## src/rtl/sdram_chip_ctrl.sv

```systemverilog
// sdram_chip_ctrl
//   Single-port SDRAM controller for chip RAM, CLK80 domain only.
//   Performs the power-up init sequence, then serves closed-page single-word
//   reads/writes through a REQ/ACK handshake. Periodic auto-refresh is owned
//   internally and always wins over a new request at IDLE, but never cuts
//   into an access already in progress.
// Ports
//   CLK80, RESET          clock, synchronous active-high reset
//   REQ, WR, ADDR, WDATA, BE   request side ({bank,row,col} address)
//   ACK, RDATA, READY     completion pulse, read data, init done
//   CSn/RASn/CASn/WEn, BA, A, DQM, DQ_OUT, DQ_OE, CKE, DQ_IN   SDRAM pins
// All pin outputs come straight from flops. Wait parameters T_RFC, T_RP and
// T_WR+T_RP must be at least 2 (the state ahead of IDLE exits one cycle early
// so IDLE can issue the next command exactly on the timing boundary).
module sdram_chip_ctrl #(
  parameter int unsigned ROW_W     = 13,
  parameter int unsigned COL_W     = 9,
  parameter int unsigned BANK_W    = 2,
  parameter int unsigned DATA_W    = 16,
  parameter int unsigned CL        = 2,
  parameter int unsigned T_RP      = 2,
  parameter int unsigned T_RCD     = 2,
  parameter int unsigned T_RFC     = 6,
  parameter int unsigned T_WR      = 2,
  parameter int unsigned INIT_WAIT = 16000,
  parameter int unsigned REF_INT   = 624
) (
  input  logic                           CLK80,
  input  logic                           RESET,
  input  logic                           REQ,
  input  logic                           WR,
  input  logic [BANK_W+ROW_W+COL_W-1:0]  ADDR,
  input  logic [DATA_W-1:0]              WDATA,
  input  logic [DATA_W/8-1:0]            BE,
  input  logic [DATA_W-1:0]              DQ_IN,
  output logic                           ACK,
  output logic [DATA_W-1:0]              RDATA,
  output logic                           READY,
  output logic                           CSn,
  output logic                           RASn,
  output logic                           CASn,
  output logic                           WEn,
  output logic [BANK_W-1:0]              BA,
  output logic [ROW_W-1:0]               A,
  output logic [DATA_W/8-1:0]            DQM,
  output logic [DATA_W-1:0]              DQ_OUT,
  output logic                           DQ_OE,
  output logic                           CKE
);

  localparam int unsigned DM_W  = DATA_W / 8;
  localparam int unsigned CNT_W = $clog2(INIT_WAIT) + 1;
  localparam int unsigned TMR_W = $clog2(REF_INT);

  typedef enum logic [3:0] {
    S_INIT_WAIT, S_INIT_PRE, S_INIT_REF1, S_INIT_REF2, S_INIT_MRS,
    S_IDLE, S_REF, S_ACT, S_RW, S_RDWAIT, S_RECOV
  } state_t;

  // {CSn,RASn,CASn,WEn}; all-ones (deselect) serves as NOP
  typedef enum logic [3:0] {
    CMD_MRS   = 4'b0000,
    CMD_REF   = 4'b0001,
    CMD_PRE   = 4'b0010,
    CMD_ACT   = 4'b0011,
    CMD_WRITE = 4'b0100,
    CMD_READ  = 4'b0101,
    CMD_NOP   = 4'b1111
  } cmd_t;

  state_t              state_q, state_d;
  cmd_t                cmd_q, cmd_d;
  logic [CNT_W-1:0]    cnt_q, cnt_d;
  logic [TMR_W-1:0]    tmr_q, tmr_d;
  logic [1:0]          pend_q, pend_d;
  logic [BANK_W-1:0]   ba_q, ba_d;
  logic [ROW_W-1:0]    a_q, a_d;
  logic [DM_W-1:0]     dqm_q, dqm_d;
  logic [DATA_W-1:0]   dq_out_q, dq_out_d;
  logic                dq_oe_q, dq_oe_d;
  logic                ack_q, ack_d;
  logic [DATA_W-1:0]   rdata_q, rdata_d;
  logic                ready_q, ready_d;
  logic                wr_q, wr_d;
  logic                cke_q;

  logic                tmr_wrap;
  logic                take_ref;
  logic [CNT_W-1:0]    rec_last;

  always_comb begin
    state_d  = state_q;
    cmd_d    = CMD_NOP;
    cnt_d    = cnt_q + 1'b1;
    ba_d     = ba_q;
    a_d      = a_q;
    dqm_d    = dqm_q;
    dq_out_d = dq_out_q;
    dq_oe_d  = 1'b0;
    ack_d    = 1'b0;
    rdata_d  = rdata_q;
    ready_d  = ready_q;
    wr_d     = wr_q;
    take_ref = 1'b0;
    rec_last = wr_q ? CNT_W'(T_WR + T_RP - 2) : CNT_W'(T_RP - 2);

    tmr_wrap = (tmr_q == TMR_W'(REF_INT - 1));
    tmr_d    = tmr_wrap ? '0 : tmr_q + 1'b1;

    unique case (state_q)
      S_INIT_WAIT: if (cnt_q == CNT_W'(INIT_WAIT - 1)) begin
        cmd_d   = CMD_PRE;
        a_d     = '0;
        a_d[10] = 1'b1;
        cnt_d   = '0;
        state_d = S_INIT_PRE;
      end
      S_INIT_PRE: if (cnt_q == CNT_W'(T_RP - 1)) begin
        cmd_d   = CMD_REF;
        cnt_d   = '0;
        state_d = S_INIT_REF1;
      end
      S_INIT_REF1: if (cnt_q == CNT_W'(T_RFC - 1)) begin
        cmd_d   = CMD_REF;
        cnt_d   = '0;
        state_d = S_INIT_REF2;
      end
      S_INIT_REF2: if (cnt_q == CNT_W'(T_RFC - 1)) begin
        // Mode register: burst length 1, sequential, CAS latency CL
        cmd_d    = CMD_MRS;
        ba_d     = '0;
        a_d      = '0;
        a_d[6:4] = 3'(CL);
        cnt_d    = '0;
        state_d  = S_INIT_MRS;
      end
      S_INIT_MRS: if (cnt_q == CNT_W'(1)) begin
        ready_d = 1'b1;
        state_d = S_IDLE;
      end
      S_IDLE: begin
        cnt_d = '0;
        if (pend_q != 2'd0) begin
          cmd_d    = CMD_REF;
          take_ref = 1'b1;
          state_d  = S_REF;
        end else if (REQ) begin
          cmd_d   = CMD_ACT;
          ba_d    = ADDR[COL_W+ROW_W +: BANK_W];
          a_d     = ADDR[COL_W +: ROW_W];
          wr_d    = WR;
          state_d = S_ACT;
        end
      end
      S_REF: if (cnt_q == CNT_W'(T_RFC - 2)) state_d = S_IDLE;
      S_ACT: if (cnt_q == CNT_W'(T_RCD - 1)) begin
        // Column command with auto-precharge (A[10]) keeps the page closed
        a_d                = '0;
        a_d[COL_W-1:0]     = ADDR[COL_W-1:0];
        a_d[10]            = 1'b1;
        cnt_d              = '0;
        state_d            = S_RW;
        if (wr_q) begin
          cmd_d    = CMD_WRITE;
          dq_oe_d  = 1'b1;
          dq_out_d = WDATA;
          dqm_d    = ~BE;
        end else begin
          cmd_d = CMD_READ;
          dqm_d = '0;
        end
      end
      S_RW: begin
        cnt_d = '0;
        if (wr_q) begin
          ack_d   = 1'b1;
          dqm_d   = '1;
          state_d = S_RECOV;
        end else begin
          state_d = S_RDWAIT;
        end
      end
      S_RDWAIT: if (cnt_q == CNT_W'(CL - 1)) begin
        rdata_d = DQ_IN;
        ack_d   = 1'b1;
        dqm_d   = '1;
        cnt_d   = '0;
        state_d = S_RECOV;
      end
      S_RECOV: if (cnt_q == rec_last) state_d = S_IDLE;
      default: state_d = S_INIT_WAIT;
    endcase

    // Backlog resets when init completes; refreshes owed during init are moot
    pend_d = pend_q;
    if (ready_d && !ready_q)                  pend_d = 2'd0;
    else if (tmr_wrap && !take_ref && pend_q != 2'd3) pend_d = pend_q + 2'd1;
    else if (!tmr_wrap && take_ref)           pend_d = pend_q - 2'd1;
  end

  always_ff @(posedge CLK80) begin
    if (RESET) begin
      state_q  <= S_INIT_WAIT;
      cmd_q    <= CMD_NOP;
      cnt_q    <= '0;
      tmr_q    <= '0;
      pend_q   <= '0;
      ba_q     <= '0;
      a_q      <= '0;
      dqm_q    <= '1;
      dq_out_q <= '0;
      dq_oe_q  <= 1'b0;
      ack_q    <= 1'b0;
      rdata_q  <= '0;
      ready_q  <= 1'b0;
      wr_q     <= 1'b0;
      cke_q    <= 1'b1;
    end else begin
      state_q  <= state_d;
      cmd_q    <= cmd_d;
      cnt_q    <= cnt_d;
      tmr_q    <= tmr_d;
      pend_q   <= pend_d;
      ba_q     <= ba_d;
      a_q      <= a_d;
      dqm_q    <= dqm_d;
      dq_out_q <= dq_out_d;
      dq_oe_q  <= dq_oe_d;
      ack_q    <= ack_d;
      rdata_q  <= rdata_d;
      ready_q  <= ready_d;
      wr_q     <= wr_d;
      cke_q    <= 1'b1;
    end
  end

  assign {CSn, RASn, CASn, WEn} = cmd_q;
  assign BA     = ba_q;
  assign A      = a_q;
  assign DQM    = dqm_q;
  assign DQ_OUT = dq_out_q;
  assign DQ_OE  = dq_oe_q;
  assign ACK    = ack_q;
  assign RDATA  = rdata_q;
  assign READY  = ready_q;
  assign CKE    = cke_q;

endmodule

```

## config.mk

```make
export PLATFORM = sky130hd
export DESIGN_NAME = sdram_chip_ctrl
export DESIGN_NICKNAME = d
export VERILOG_FILES = /design/src/rtl/sdram_chip_ctrl.sv
export SDC_FILE = /design/constraint.sdc
export NUM_CORES = 1
export LEC_CHECK = 0
export BUFFER_PORTS_ARGS = -buffer_cell sky130_fd_sc_hd__clkbuf_2
export CAP_MARGIN = 0
export CORE_MARGIN = 3
export CORE_UTILIZATION = 47
export CTS_BUF_LIST = sky130_fd_sc_hd__clkbuf_16
export CTS_CLUSTER_DIAMETER = 60
export DETAILED_ROUTE_END_ITERATION = 10
export PLACE_DENSITY = 0.85
export SYNTH_ARGS = -nofsm -noshare
export SYNTH_HDL_FRONTEND = slang
export SYNTH_SLANG_ARGS = --single-unit
```

## constraint.sdc

```tcl
create_clock -name CLK80 -period 1.9 [get_ports CLK80]
set_clock_uncertainty 0.05 [all_clocks]
set_input_delay 0.38 -clock CLK80 [delete_from_list [all_inputs] [get_ports CLK80]]
set_output_delay 0.38 -clock CLK80 [all_outputs]
set_load 0.02 [all_outputs]
```

==> insert_results.sql <==
INSERT INTO impl_metrics (metric_group, metric, value, unit) VALUES
('placement', 'hpwl', '8370', 'microns'),
('die', 'core.rowCount', '33', ''),
('power_and_ir_drop', 'swShare', '37.3', '%'),
('clock_network', 'cts_root_buf', 'sky130_fd_sc_hd__clkbuf_16', ''),
('outcome', 'outcome', 'complete, but fails checks', ''),
('power_and_ir_drop', 'power.switching', '2.79', 'mW'),
('power_and_ir_drop', 'power.density', '1270', 'mW/mm^2'),
('route', 'detailed_route_wire_length_per_cell', '17.0', 'microns'),
('timing', 'worst_slack', '-0.210', 'ns'),
('power_and_ir_drop', 'vdd.ir_drop.worst', '0.692', 'mV'),
('timing', 'timing.setup.tns', '-3.86', 'ns'),
('logic_synthesis', 'synthesis.nets', '551', ''),
('logic_synthesis', 'yosys.area.top_type', 'sky130_fd_sc_hd__dfxtp_1', ''),
('logic_synthesis', 'synth_largest_type_area_fraction', '43.8', '%'),
('timing', 'hold_violations', '0', ''),
('placement', 'preCtsSetupSlack', '-0.252', 'ns'),
('route', 'vias', '4283', ''),
('logic_synthesis', 'top_post_synthesis_cells_by_area', 'sky130_fd_sc_hd__dfxtp_1 (44%), sky130_fd_sc_hd__nand2_1 (8.3%), sky130_fd_sc_hd__a21oi_1 (5.8%), sky130_fd_sc_hd__nor2_1 (5.1%), sky130_fd_sc_hd__xor2_1 (2.6%)', ''),
('die', 'die-area', '0.00971', 'sq mm'),
('power_and_ir_drop', 'p_clk_share', '22.4', '%'),
('critical_path', 'critPathBufInv', '3', ''),
('power_and_ir_drop', 'portion_of_total_power_attributed_to_sequential_cells', '29.4', '%'),
('route', 'detail-route-antenna-nets', '0', ''),
('timing', 'report.final.slew_viol_count', '0', ''),
('placement', 'gp_congestion', '0.921', ''),
('global_route', 'wire_length_of_the_first_global_routing_pass', '18800', 'microns'),
('critical_path', 'cp_data_required_time', '2.07', 'ns'),
('global_route', 'antenna_violations_before_repair', '0', ''),
('cells_and_area', 'finalInstanceArea', '0.00589', 'sq mm'),
('global_route', 'grt_pass1_vias', '4031', ''),
('clock_network', 'cts_made_buffers', '9', ''),
('global_route', 'grt.overflow.total', '0', ''),
('critical_path', 'cp.arrival', '2.28', 'ns'),
('hold_path', 'min-delay-start', 'WDATA[13]', ''),
('power_and_ir_drop', 'p_int', '4.70', 'mW'),
('global_route', 'grtUsageMet3', '5.17', '%'),
('die', 'pin_count', '119', ''),
('clock_network', 'clk_latency', '0.34', 'ns'),
('logic_synthesis', 'synth-edff-count', '0', ''),
('power_and_ir_drop', 'p_leak', '2.39', 'nW'),
('critical_path', 'end_kind', 'flip-flop', ''),
('critical_path', 'crit_chain', 'inv_4 -> ha_4 -> nor4b_2 -> nand4_1 -> buf_6 -> o2bb2ai_2 -> nor4_4 -> buf_12 -> mux2i_2 -> nor2_1', ''),
('route', 'via_density_per_instance', '5.53', ''),
('hold_path', 'timing.hold.worst.class', 'in2reg', ''),
('power_and_ir_drop', 'comb_power_share', '48.2', '%'),
('critical_path', 'critPathMaxStageDelay', '0.37', 'ns'),
('route', 'initialDrtViolationCount', '364', ''),
('timing', 'worst_slew_margin_rel', '67.6', '%'),
('critical_path', 'timing.critical_path.fanout_max', '6', ''),
('logic_synthesis', 'synth.most_common_cell', 'sky130_fd_sc_hd__nand2_1', ''),
('logic_synthesis', 'syn_area_per_cell', '8.30', 'sq um'),
('global_route', 'met2_usage', '41.8', '%'),
('die', 'placeableCoreArea', '0.00826', 'sq mm'),
('run', 'drv.max_cap_violation_count', '0', ''),
('logic_synthesis', 'post_synth_inst_count', '485', ''),
('critical_path', 'cp-start-kind', 'flip-flop', ''),
('critical_path', 'crit_start', 'cnt_q[1]', ''),
('timing', 'layout_min_cycle_time', '2.11', 'ns'),
('timing', 'setup-violations-final', '53', ''),
('die', 'initial_core_util', '48.8', '%'),
('logic_synthesis', 'yosys_register_bits', '88', ''),
('route', 'totalWireLength', '13100', 'microns'),
('global_route', 'grt-busiest-layer', 'met2', ''),
('clock_network', 'clkSlewWorstSetupHoldPaths', '0.07', 'ns'),
('critical_path', 'worstSetupPathType', 'reg2reg', ''),
('critical_path', 'setup_slack_of_the_most_critical_reg_to_reg_path', '-0.21', 'ns'),
('logic_synthesis', 'netlist_area', '0.00403', 'sq mm'),
('logic_synthesis', 'synth_async_sr_flop_share', '0', '%'),
('critical_path', 'crit_slowest_cell', 'sky130_fd_sc_hd__dfxtp_4', ''),
('outcome', 'violations', 'negative setup slack', ''),
('cells_and_area', 'nNetsFinal', '730', '');
==> layout make-up <==
| type | count | area [sq um] |
|---|---|---|
| repair buffers | 199 | 1290 |
| flip-flops and latches | 88 | 1780 |
| clock buffers | 9 | 225 |
| well taps | 105 | 131 |
| inverters | 11 | 43.8 |
| fillers | 578 | 2370 |
| multi-input cells | 355 | 2360 |
| clock inverters | 7 | 56.3 |
==> path summary, 6_finish.rpt <==
check / endpoint / cells after the start
min: DQ_OUT[13] / 3
max reg2reg: A[10] / 10
min reg2reg: tmr_q[0] / 1
max: A[10] / 10
==> registers in the layout, summed over array words and instances (netlist names) <==
signal	count
pend_q	2
DQ_OUT	16
RDATA	16
state_q	4
cnt_q	15
BA	2
ACK	1
cmd_q	4
tmr_q	10
DQ_OE	1
DQM	2
A	13
wr_q	1
READY	1
==> worst reg2reg max path: stages, from the launching register on <==
cell                        delay (ns)
sky130_fd_sc_hd__dfxtp_4          0.37
sky130_fd_sc_hd__inv_4            0.06
sky130_fd_sc_hd__ha_4             0.13
sky130_fd_sc_hd__nor4b_2          0.23
sky130_fd_sc_hd__nand4_1          0.14
sky130_fd_sc_hd__buf_6            0.16
sky130_fd_sc_hd__o2bb2ai_2        0.13
sky130_fd_sc_hd__nor4_4           0.27
sky130_fd_sc_hd__buf_12           0.17
sky130_fd_sc_hd__mux2i_2          0.21
sky130_fd_sc_hd__nor2_1           0.08
==> power groups by stage <==
stage	sequential, mW	clock (mW)	combinational [mW]
2_1_floorplan	2.34	0	1.55
3_3_place_gp	2.20	0	2.58
3_5_place_dp	2.21	0	2.66
4_1_cts	2.17	1.69	2.82
5_1_grt	2.22	1.78	3.82
6_report	2.20	1.67	3.61
==> metal layers <==
metal	share of wire (%)	wire length (microns)
met4	3.1	411
met2	53	6910
met3	5.7	744
met1	39	5060
met5	0	0
==> metrics by stage <==
stage          std cells  power [mW]  hold slack [ns]  utilization [%]
2_1_floorplan        485        3.90            0.363                -
3_3_place_gp         740        4.79            0.376             62.4
3_5_place_dp         740        4.87            0.383             62.4
4_1_cts              761        6.69            0.198             67.1
5_1_grt              774        7.82            0.196             71.3
6_report             774        7.49            0.203             71.3
==> logic make-up (layout without fill, tap and decap cells) <==
| logic type | Yosys count | count (layout) | synth area share (%) |
|---|---|---|---|
| compound gates | 101 | 102 | 16.6 |
| fa+ha+maj | 4 | 4 | 1.24 |
| simple gates | 222 | 222 | 27.7 |
| buf+inv | 43 | 226 | 4.91 |
| mux | 3 | 3 | 0.746 |
| xor+xnor | 23 | 23 | 5.00 |
| other cells | 1 | 1 | 0.0931 |
| flops | 88 | 88 | 43.8 |
==> cell usage in the layout (no fill, tap or decap), types with 7 or more instances in the layout <==
master                      synthesis  routed
sky130_fd_sc_hd__xor2_1            12      12
sky130_fd_sc_hd__nand4_1           10      10
sky130_fd_sc_hd__buf_4              2      69
sky130_fd_sc_hd__a21oi_2            0       9
sky130_fd_sc_hd__nor3_1             9       8
sky130_fd_sc_hd__o21ai_0           11       9
sky130_fd_sc_hd__nand3_1           16      13
sky130_fd_sc_hd__nor2_2             2       7
sky130_fd_sc_hd__a211oi_2           8      12
sky130_fd_sc_hd__nand2_1           89      86
sky130_fd_sc_hd__a21oi_1           47      38
sky130_fd_sc_hd__buf_6              3       8
sky130_fd_sc_hd__nor2_1            55      48
sky130_fd_sc_hd__xnor2_1           11      11
sky130_fd_sc_hd__nand2b_1          11       9
sky130_fd_sc_hd__clkbuf_16          0       9
sky130_fd_sc_hd__inv_1             11      11
sky130_fd_sc_hd__clkbuf_2           0     117
sky130_fd_sc_hd__a22oi_1            8       8
sky130_fd_sc_hd__dfxtp_1           88      80
==> repair_timing <==
action / CTS / global route
cloned: 0 / 2
setup buffers: 6 / 12
hold buffers: 0 / 0
pin swaps: 14 / 29
setup endpoints to repair: 69 / 72
resized for setup: 18 / 60
Note: power is estimated with default switching activity, not from simulation.
